--- src/rtl/uart_tx_arbiter.sv ---
// Round-robin arbiter feeding one UART transmitter from NUM_REQ byte streams,
// with per-requester frame lock and a start timeout on the transmitter handshake.
module uart_tx_arbiter #(
    parameter int NUM_REQ       = 4,
    parameter int START_TIMEOUT = 16
) (
    input  logic                       clk,
    input  logic                       rst,
    input  logic [NUM_REQ-1:0]         req_valid,
    input  logic [8*NUM_REQ-1:0]       req_data,
    input  logic [NUM_REQ-1:0]         req_lock,
    output logic [NUM_REQ-1:0]         req_ready,
    output logic                       tx_data_valid,
    output logic [7:0]                 tx_data,
    input  logic                       tx_busy,
    output logic [$clog2(NUM_REQ)-1:0] grant_id,
    output logic                       active,
    output logic                       timeout_err
);

    localparam int GW = $clog2(NUM_REQ);
    localparam int CW = $clog2(START_TIMEOUT + 1);

    typedef enum logic [1:0] {
        IDLE,
        LOAD,
        WAIT_START,
        WAIT_DONE
    } state_t;

    state_t               state_q, state_d;
    logic [NUM_REQ-1:0]   req_ready_q, req_ready_d;
    logic                 tx_data_valid_q, tx_data_valid_d;
    logic [7:0]           tx_data_q, tx_data_d;
    logic [GW-1:0]        grant_q, grant_d;
    logic                 lock_hold_q, lock_hold_d;
    logic [CW-1:0]        cnt_q, cnt_d;
    logic                 active_q, active_d;
    logic                 timeout_err_q, timeout_err_d;

    logic                 win_found;
    logic [GW-1:0]        win_idx;
    logic [7:0]           win_data;
    logic                 win_lock;
    logic                 owner_valid;
    int unsigned          g;

    // Locked owner keeps the grant while valid; otherwise search upward from grant+1,
    // the current owner being the last candidate.
    always_comb begin
        win_found   = 1'b0;
        win_idx     = grant_q;
        win_data    = 8'h00;
        win_lock    = 1'b0;
        owner_valid = 1'b0;
        g           = 32'(grant_q);
        for (int unsigned j = 0; j < NUM_REQ; j++) begin
            if (GW'(j) == grant_q && req_valid[j]) owner_valid = 1'b1;
        end
        if (lock_hold_q && owner_valid) begin
            win_found = 1'b1;
        end else begin
            for (int unsigned k = 1; k <= NUM_REQ; k++) begin
                for (int unsigned j = 0; j < NUM_REQ; j++) begin
                    if (!win_found && j == ((g + k) % NUM_REQ) && req_valid[j]) begin
                        win_found = 1'b1;
                        win_idx   = GW'(j);
                    end
                end
            end
        end
        for (int unsigned j = 0; j < NUM_REQ; j++) begin
            if (GW'(j) == win_idx) begin
                win_data = req_data[8*j +: 8];
                win_lock = req_lock[j];
            end
        end
    end

    always_comb begin
        state_d         = state_q;
        req_ready_d     = '0;
        tx_data_valid_d = 1'b0;
        tx_data_d       = tx_data_q;
        grant_d         = grant_q;
        lock_hold_d     = lock_hold_q;
        cnt_d           = cnt_q;
        timeout_err_d   = 1'b0;
        case (state_q)
            IDLE: begin
                if (win_found && !tx_busy) begin
                    for (int unsigned j = 0; j < NUM_REQ; j++) begin
                        if (GW'(j) == win_idx) req_ready_d[j] = 1'b1;
                    end
                    tx_data_d   = win_data;
                    grant_d     = win_idx;
                    lock_hold_d = win_lock;
                    state_d     = LOAD;
                end
            end
            LOAD: begin
                tx_data_valid_d = 1'b1;
                cnt_d           = '0;
                state_d         = WAIT_START;
            end
            WAIT_START: begin
                if (tx_busy) begin
                    state_d = WAIT_DONE;
                end else if (cnt_q == CW'(START_TIMEOUT - 1)) begin
                    timeout_err_d = 1'b1;
                    lock_hold_d   = 1'b0;
                    state_d       = IDLE;
                end else if (cnt_q != '1) begin
                    cnt_d = cnt_q + 1'b1;
                end
            end
            WAIT_DONE: begin
                if (!tx_busy) state_d = IDLE;
            end
            default: state_d = IDLE;
        endcase
        active_d = (state_d != IDLE);
    end

    always_ff @(posedge clk or posedge rst) begin
        if (rst) begin
            state_q         <= IDLE;
            req_ready_q     <= '0;
            tx_data_valid_q <= 1'b0;
            tx_data_q       <= 8'h00;
            grant_q         <= GW'(NUM_REQ - 1);
            lock_hold_q     <= 1'b0;
            cnt_q           <= '0;
            active_q        <= 1'b0;
            timeout_err_q   <= 1'b0;
        end else begin
            state_q         <= state_d;
            req_ready_q     <= req_ready_d;
            tx_data_valid_q <= tx_data_valid_d;
            tx_data_q       <= tx_data_d;
            grant_q         <= grant_d;
            lock_hold_q     <= lock_hold_d;
            cnt_q           <= cnt_d;
            active_q        <= active_d;
            timeout_err_q   <= timeout_err_d;
        end
    end

    assign req_ready     = req_ready_q;
    assign tx_data_valid = tx_data_valid_q;
    assign tx_data       = tx_data_q;
    assign grant_id      = grant_q;
    assign active        = active_q;
    assign timeout_err   = timeout_err_q;

endmodule

--- config.mk ---
export PLATFORM = sky130hd
export DESIGN_NAME = uart_tx_arbiter
export DESIGN_NICKNAME = d
export VERILOG_FILES = /design/src/rtl/uart_tx_arbiter.sv
export SDC_FILE = /design/constraint.sdc
export NUM_CORES = 1
export LEC_CHECK = 0
export CAP_MARGIN = 20
export CORE_MARGIN = 2
export CORE_UTILIZATION = 43
export DETAILED_ROUTE_END_ITERATION = 16
export PLACE_DENSITY = 0.8
export SETUP_SLACK_MARGIN = 0.3
export SYNTH_ARGS = -nofsm -noshare
export SYNTH_HDL_FRONTEND = slang
export SYNTH_SLANG_ARGS = --single-unit
--- constraint.sdc ---
create_clock -name clk -period 2.8 [get_ports clk]
set_input_delay 0.84 -clock clk [delete_from_list [all_inputs] [get_ports clk]]
set_output_delay 0.84 -clock clk [all_outputs]
set_load 0.005 [all_outputs]
* Word-level counts from Yosys, hierarchy flattened
Cells that the tools add are included.
** Cells by class
- Reductions and logical operators :: 66
- Add/subtract/negate cells :: 5
- Eq/ne operators :: 28
- Mux-type cells :: 84
** Operators by type and width (number)
- logical NOT 32 bit :: 4
- two-way mux 1 bit :: 51
- two-way mux 2 bit :: 21
- logical AND 1 bit :: 37
- two-way mux 8 bit :: 4
- == test 2 bit (first input constant) :: 12
- logical NOT 1 bit :: 16
- two-way mux 5 bit :: 3
- == test 1 x 2 -> 1 bit (first input constant) :: 6
- != test 2 bit (second input constant) :: 5
- case mux 5 bit (2 select lines) :: 1
- two-way mux 4 bit :: 2
- case mux 2 bit (4 select lines) :: 1
- AND reduction 4 bit :: 2
- logical NOT 2 bit :: 3
- nonzero test 2 bit :: 3
- adder 5 x 1 -> 5 bit (second input constant) :: 1
- == test 5 x 4 -> 1 bit (second input constant) :: 1
- != test 5 bit (second input constant) :: 1
- adder 2 x 1 -> 2 bit (second input constant) :: 2
- adder 2 bit (second input constant) :: 2
- == test 2 bit (second input constant) :: 2
- == test 2 x 1 -> 1 bit (second input constant) :: 1
- case mux 1 bit (2 select lines) :: 1
- AND reduction 2 bit :: 1
** Storage, ports and cells
- Output and inout port bits :: 17
- Bits in registers :: 25

* Logic depth before layout (Yosys ltp)
Gate-level depths: netlist of run 1.
- Depth in word-level cells :: 90
- Depth in mapped cells :: 9
- Mapped depth without buffers :: 8

* Worst setup path after synthesis of run 1
No wires, ideal clock.
- Path type :: input-to-reg
- Start point :: in req_valid[1]
- End point :: reg tx_data_q[5] (netlist: tx_data[5])
- Path buffers :: 3
- Data required time :: 2.669 ns
- Data arrival time :: 2.215 ns
- Library setup time :: 0.131 ns
- Slack :: 0.454 ns
- Cell stages on the path :: 9
- Cell sequence :: buf_2 -> mux2i_1 -> nor2b_1 -> a2111oi_2 -> a211o_1 -> buf_6 -> buf_6 -> mux2i_1 -> o221ai_2
** On the way
- Word-level cells in the longest chain between the ends :: 78
** RTL lines
- start: declaration :: RTL line 9 : input logic [NUM_REQ-1:0] req_valid,
- logical AND 1 bit :: RTL line 65 : if (!win_found && j == ((g + k) % NUM_REQ) && req_valid[j]) begin
- two-way mux 1 bit :: RTL line 65
- two-way mux 1 bit :: RTL line 60 : if (lock_hold_q && owner_valid) begin
- logical NOT 1 bit :: RTL line 65
- logical AND 1 bit (2 in a row) :: RTL line 65
- two-way mux 1 bit :: RTL line 65
- two-way mux 1 bit :: RTL line 60
- logical NOT 1 bit :: RTL line 65
- [57 not listed]
- two-way mux 1 bit :: RTL line 65
- two-way mux 1 bit :: RTL line 60
- logical NOT 1 bit :: RTL line 65
- logical AND 1 bit (2 in a row) :: RTL line 65
- two-way mux 2 bit :: RTL line 65
- two-way mux 2 bit :: RTL line 60
- logical NOT 2 bit :: RTL line 73 : if (GW'(j) == win_idx) begin
- two-way mux 8 bit (4 in a row) :: RTL line 73
- end signal: assignment :: RTL line 140 : tx_data_q <= tx_data_d;
- end: declaration :: RTL line 34 : logic [7:0] tx_data_q, tx_data_d;
Parallel ways exist; a longest one is shown, timed or not. The select of a mux whose other input is x is not followed.
A chain may end at the register's enable or synchronous reset.

* Final worst setup path of run 1
- Start point :: reg grant_q[0] (netlist: grant_id[0])
- End point :: out grant_id[0]
** RTL lines
- start: declaration :: RTL line 35 : logic [GW-1:0] grant_q, grant_d;
- start signal: assignment :: RTL line 131 : grant_q <= GW'(NUM_REQ - 1);
- start signal: assignment :: RTL line 141 : grant_q <= grant_d;
- end: declaration :: RTL line 16 : output logic [$clog2(NUM_REQ)-1:0] grant_id,
No word-level cell between the ends.

==> results.sh, run 1 <==
export IMPL_status="finished, final reports clean"
export IMPL_fin_tns_setup_ps=0
export IMPL_path_clk_slew_ps=130
export IMPL_holdCritStartpoint="tx_data[1]"
export IMPL_met1_usage=0.226
export IMPL_hold_depth=2
export IMPL_grt_max_degree=17
export IMPL_finalNetCount=259
export IMPL_hold_class="flop to flop"
export IMPL_dp_hpwl_mm=3.00
export IMPL_grt_pass1_vias=1424
export IMPL_fp_dieArea_mm2=0.00391
export IMPL_dp_cells=253
export IMPL_holdBufCountCts=0
export IMPL_syn_inst=150
export IMPL_clockBufferDepth=2
export IMPL_slew_violations=0
export IMPL_worstRegToRegCells=7
export IMPL_htree_levels=1
export IMPL_cp_top_family="flip-flops"
export IMPL_grt_first_pass_wirelength_mm=6.28
export IMPL_core_area_mm2=0.00331
export IMPL_cts_tree="done"
export IMPL_cts_buffers=3
export IMPL_place_ws_ps=-103
export IMPL_drt_pre_antenna_iters=4
export IMPL_fin_crit_sh=0.845
export IMPL_finalNonFillerCells=258
export IMPL_post_cts_setup_buffers=0
export IMPL_max_freq_mhz=423
export IMPL_ys_seq_area_frac=0.427
export IMPL_ir_worst_vdd_mv=0.382
export IMPL_grt_use_total=0.202
export IMPL_drv_cap=0
export IMPL_crit_chain="clkdlybuf4s50_1"
export IMPL_finalSetupViolations=0
export IMPL_slowest_stage="dfstp_2"
export IMPL_cp_data_arrival_time_ps=1530
export IMPL_yosysWarnings=0
export IMPL_setup_slack_ps=434
export IMPL_ys_seq_elements=25
export IMPL_rsz0062_at_grt="false"
export IMPL_row_count=21
export IMPL_die_w_um=62.5
export IMPL_routed_wl_mm=3.93
export IMPL_drt_iter0_markers=88
export IMPL_num_vias=1367
export IMPL_p_leak_uw=0.00103
export IMPL_drc=0
export IMPL_ant_nets=0
export IMPL_crit_type="flop to output port"
export IMPL_busiest_layer="met2"
export IMPL_gp_congestion=0.833
export IMPL_area_delta_synth_final_pct=49.1
export IMPL_clock_skew_ps=6.40
export IMPL_cp_required_ps=1960
export IMPL_p_per_area_mw_per_mm2=801
export IMPL_worst_path_buf_inv=1
export IMPL_cts_root_buf="clkbuf_4"
export IMPL_post_route_util=0.663
export IMPL_regToRegStartpoint="grant_id[0]"
export IMPL_final_common_cell="clkdlybuf4s50_1"
export IMPL_hold_viol_final=0
export IMPL_endpoint_kind="output port"
export IMPL_cp_start_kind="flop"
export IMPL_min_to="tx_data[1]"
export IMPL_rrSetupSlack_ps=520
export IMPL_r2r_end="tx_data[4]"
export IMPL_fin_crit_ps=2370
export IMPL_max_slew_margin=0.585
export IMPL_synth_cell_types=36
export IMPL_io_buffer_count=59
export IMPL_antenna_cells=0
export IMPL_overflow=0
export IMPL_initial_utilization=0.444
export IMPL_gr_usage_met3=0.0270
export IMPL_viasPerCell=5.30
export IMPL_worstPathMaxFanout=10
export IMPL_wl_per_cell_um=15.2
export IMPL_worst_pin_slew_ps=621
export IMPL_synthesis_nets=196
export IMPL_power_uw=1760
export IMPL_cts_sink_count=25
export IMPL_die_height_um=62.5
export IMPL_fillers=287
export IMPL_avgSynthCellArea_um2=9.81
export IMPL_num_io_pins=60
export IMPL_final_cell_mix="55 x clkdlybuf4s50_1, 23 x dfrtp_1, 21 x nand2_1"
export IMPL_antenna_found_initial=0
export IMPL_drive_above_1_share=0.104
export IMPL_grtUsageMet2=0.383
export IMPL_synth_cell_area_mm2=0.00147
export IMPL_insertion_delay_ps=330
export IMPL_cpPeakStageDelay_ps=660
worst max path at each step:
| stage | from | cells after the start | slack [ps] | endpoint |
|---|---|---|---|---|
| 2_1_floorplan | req_valid[1] | 9 | 450 | tx_data[5] |
| 3_3_place_gp | req_valid[2] | 8 | 10 | tx_data[6] |
| 3_5_place_dp | req_valid[0] | 8 | -100 | tx_data[0] |
| 4_1_cts | req_valid[2] | 8 | 310 | tx_data[0] |
| 5_1_grt | req_valid[0] | 8 | 310 | tx_data[4] |
| 6_report | grant_id[0] | 1 | 430 | grant_id[0] |
stage by stage:
stage | instance area, um2 | hold slack (ps)
final | 2190 | 509
after global routing | 2190 | 545
after CTS | 2150 | 512
after detailed placement | 2120 | 482
after global placement | 2120 | 474
after floorplan | 1470 | 480
layout make-up:
| cell class | instances | area [um2] | area share |
|---|---|---|---|
| inverters | 7 | 26.3 | 0.0120 |
| flip-flops and latches | 25 | 628 | 0.286 |
| multi-input cells | 106 | 729 | 0.333 |
| repair buffers | 70 | 726 | 0.331 |
| clock buffers | 4 | 26.3 | 0.0120 |
| well taps | 46 | 57.6 | 0.0262 |
repair_timing:
item,in CTS,in global routing
cloned,0,1
endpoints found under the setup margin,3,10
pin swaps,1,2
resized for setup,1,7
Yosys cell counts (all sizes together):
| cell | instances | area share |
|---|---|---|
| a2111oi | 1 | 0.010 |
| a211o | 1 | 0.0060 |
| a211oi | 1 | 0.0051 |
| a21oi | 5 | 0.017 |
| a221o | 1 | 0.0068 |
| and3 | 3 | 0.013 |
| and3b | 1 | 0.0060 |
| buf | 8 | 0.056 |
| clkbuf | 4 | 0.010 |
| dfrtp | 23 | 0.39 |
| dfstp | 2 | 0.036 |
| ha | 3 | 0.026 |
| inv | 7 | 0.018 |
| mux2 | 1 | 0.010 |
| mux2i | 19 | 0.13 |
| nand2 | 21 | 0.054 |
| nand2b | 3 | 0.013 |
| nand3 | 3 | 0.010 |
| nand4 | 3 | 0.013 |
| nor2 | 10 | 0.026 |
| nor2b | 3 | 0.013 |
| nor3 | 2 | 0.0068 |
| nor4 | 1 | 0.0043 |
| o21ai | 6 | 0.020 |
| o221ai | 9 | 0.058 |
| o22ai | 3 | 0.013 |
| or2 | 1 | 0.0043 |
| or2b | 1 | 0.0051 |
| or3 | 1 | 0.0043 |
| or4 | 1 | 0.0051 |
| xor2 | 2 | 0.012 |
power breakdown:
group / total [uW] / switching (uW) / internal, uW / leakage, uW
clock: 164 / 108 / 55.9 / 0.0000150
combinational: 980 / 411 / 569 / 0.000694
sequential: 613 / 118 / 495 / 0.000318
layer usage:
metal  share of wire  wire [um]
met5               0          0
met4           0.015         60
met3           0.035        136
met2            0.55       2160
met1            0.40       1580
state kept, by name (all words and copies together) (netlist names):
register       count
grant_id           2
tx_data            8
req_ready          4
cnt_q              5
state_q            2
lock_hold_q        1
active             1
timeout_err        1
tx_data_valid      1
cell families after synthesis:
group / Yosys count / synth area share
xor gates and xnor gates: 2 / 0.0119
adders and majority gates: 3 / 0.0255
buffers and inverters: 19 / 0.0842
DFF: 25 / 0.427
AOI/OAI and AO/OA: 27 / 0.136
and+or+nand+nor: 54 / 0.176
muxes: 20 / 0.139
(Power assumes the default switching activity.)
==> run 2: changes to the inputs <==
--- a/config.mk
+++ b/config.mk
@@ -7,9 +7,9 @@
 export LEC_CHECK = 0
 export CAP_MARGIN = 20
 export CORE_MARGIN = 2
-export CORE_UTILIZATION = 43
+export CORE_UTILIZATION = 39
 export DETAILED_ROUTE_END_ITERATION = 16
-export PLACE_DENSITY = 0.8
+export PLACE_DENSITY = 0.77
 export SETUP_SLACK_MARGIN = 0.3
 export SYNTH_ARGS = -nofsm -noshare
 export SYNTH_HDL_FRONTEND = slang
==> constraint.sdc (replaced) <==
create_clock -name clk -period 2.1 [get_ports clk]
set_input_delay 0.63 -clock clk [delete_from_list [all_inputs] [get_ports clk]]
set_output_delay 0.63 -clock clk [all_outputs]
set_load 0.005 [all_outputs]
==> results.sh, run 2 (same netlist as run 1, synthesis figures left out) <==
export IMPL_ir_worst_vdd_mv=0.511
export IMPL_viasPerCell=5.16
export IMPL_hold_viol_final=0
export IMPL_drive_above_1_share=0.268
export IMPL_holdBufCountCts=0
export IMPL_endpoint_kind="flop"
export IMPL_core_area_mm2=0.00363
export IMPL_regArea_um2=628
export IMPL_worstRegToRegCells=8
export IMPL_grt_use_total=0.190
export IMPL_path_clk_slew_ps=90
export IMPL_cp_data_arrival_time_ps=2300
export IMPL_fp_dieArea_mm2=0.00428
export IMPL_cts_buffers=3
export IMPL_holdCritStartpoint="tx_data[1]"
export IMPL_clock_skew_ps=0.725
export IMPL_crit_type="flop to flop"
export IMPL_htree_levels=1
export IMPL_hold_class="flop to flop"
export IMPL_cp_start_kind="flop"
export IMPL_cts_root_buf="clkbuf_8"
export IMPL_fin_crit_sh=1.02
export IMPL_gp_congestion=0.808
export IMPL_rrSetupSlack_ps=-50
export IMPL_post_route_util=0.690
export IMPL_cp_required_ps=2250
export IMPL_worstPathMaxFanout=6
export IMPL_drt_iter0_markers=71
export IMPL_max_slew_margin=0.788
export IMPL_grt_first_pass_wirelength_mm=6.18
export IMPL_failed_checks="setup timing"
export IMPL_fin_tns_setup_ps=-92.0
export IMPL_r2r_end="tx_data[5]"
export IMPL_rsz0062_at_grt="true"
export IMPL_fin_crit_ps=2150
export IMPL_grt_pass1_vias=1345
export IMPL_max_freq_mhz=465
export IMPL_io_buffer_count=59
export IMPL_grt_max_degree=26
export IMPL_power_uw=2910
export IMPL_num_vias=1441
export IMPL_fillers=284
export IMPL_dp_hpwl_mm=2.67
export IMPL_die_height_um=65.4
export IMPL_finalNetCount=278
export IMPL_cts_tree="done"
export IMPL_drt_pre_antenna_iters=4
export IMPL_drc=0
export IMPL_slew_violations=0
export IMPL_final_cell_mix="46 x clkdlybuf4s50_1, 23 x dfrtp_1, 20 x nand2_1, 20 x buf_4, 14 x mux2i_1"
export IMPL_insertion_delay_ps=270
export IMPL_setup_slack_ps=-51.1
export IMPL_p_per_area_mw_per_mm2=1160
export IMPL_multi_input_area_um2=821
export IMPL_worst_pin_slew_ps=317
export IMPL_min_to="tx_data[1]"
export IMPL_row_count=22
export IMPL_ant_nets=0
export IMPL_hold_depth=2
export IMPL_wl_per_cell_um=15.1
export IMPL_status="complete, but fails checks"
export IMPL_cts_sink_count=25
export IMPL_clockBufferDepth=2
export IMPL_die_w_um=65.4
export IMPL_final_common_cell="clkdlybuf4s50_1"
export IMPL_antenna_found_initial=0
export IMPL_regToRegStartpoint="grant_id[0]"
export IMPL_overflow=0
export IMPL_area_delta_synth_final_pct=70.3
export IMPL_finalSetupViolations=5
export IMPL_routed_wl_mm=4.23
export IMPL_p_leak_uw=0.00120
export IMPL_antenna_cells=0
export IMPL_drv_cap=0
export IMPL_num_io_pins=60
export IMPL_largest_reg_flops=8
export IMPL_initial_utilization=0.405
export IMPL_startpoint="grant_id[0]"
-- run 2: cell count changes in the layout (fill, tap and decap cells not counted), sizes merged --
cell           change
clkbuf             -2
dlymetal6s2s       +3
dlygate4sd2        +2
clkinv             +1
clkdlybuf4s15      +3
clkdlybuf4s50      -9
or2                +1
buf               +20
-- run 2: timing repair --
item,CTS,global route
gates resized for setup,23,28
pin swaps,3,6
gates cloned,4,0
buffers inserted,5,9
setup endpoints to repair,24,30
-- run 2: worst max path at each step --
stage                       to  slack [ps]  cells after the start
detailed placement  tx_data[3]        -550                      7
finish              tx_data[5]         -50                      8
CTS                 tx_data[4]          -8                      8
global placement    tx_data[7]        -580                      7
floorplan           tx_data[5]          40                      9
global route        tx_data[5]        -180                      8
-- run 2: power breakdown --
part / switching (uW) / total, uW / internal (uW)
registers: 140 / 800 / 660
logic: 708 / 1820 / 1110
clock network: 158 / 290 / 133
-- run 2: final cells by class --
type,count,share of cell area
Timing Repair Buffer,88,0.369
Multi-Input combinational cell,107,0.328
Sequential cell,25,0.251
Tap cell,48,0.0240
Clock buffer,3,0.0165
Inverter,7,0.0105
Clock inverter,1,0.00200
-- run 2: per-stage QoR --
stage / cell area [um2] / hold WS, ps / setup WS [ps] / cells
global placement: 2130 / 469 / -576 / 257
global route: 2510 / 528 / -179 / 279
floorplan: 1490 / 480 / 39.0 / 150
finish: 2510 / 494 / -51.1 / 279
CTS: 2350 / 501 / -7.83 / 270
detailed placement: 2130 / 475 / -546 / 257
-- run 2: critical path, stage by stage, from the launching register on --
cell       delay [ps]
dfstp_2           590
mux2i_1           210
nor2b_1            90
a2111oi_2         300
a211o_2           220
buf_4             140
buf_12            120
mux2i_2           240
o221ai_2          130
-- run 2: metal layers --
layer | share of wire | up-vias | GRT usage
met5 | 0 | - | 0
met4 | 0.016 | 0 | 0.0807
met3 | 0.052 | 6 | 0.0274
met2 | 0.52 | 51 | 0.327
met1 | 0.41 | 685 | 0.239
li1 | - | 699 | -
==> run 3: changes to the inputs <==
--- a/config.mk
+++ b/config.mk
@@ -9,6 +9,7 @@
 export CORE_MARGIN = 2
 export CORE_UTILIZATION = 39
 export DETAILED_ROUTE_END_ITERATION = 16
+export HOLD_SLACK_MARGIN = 0.02
 export PLACE_DENSITY = 0.77
 export SETUP_SLACK_MARGIN = 0.3
 export SYNTH_ARGS = -nofsm -noshare
==> results of run 3 <==
Same layout as run 2: the final DEF is identical, and so are final timing and power.
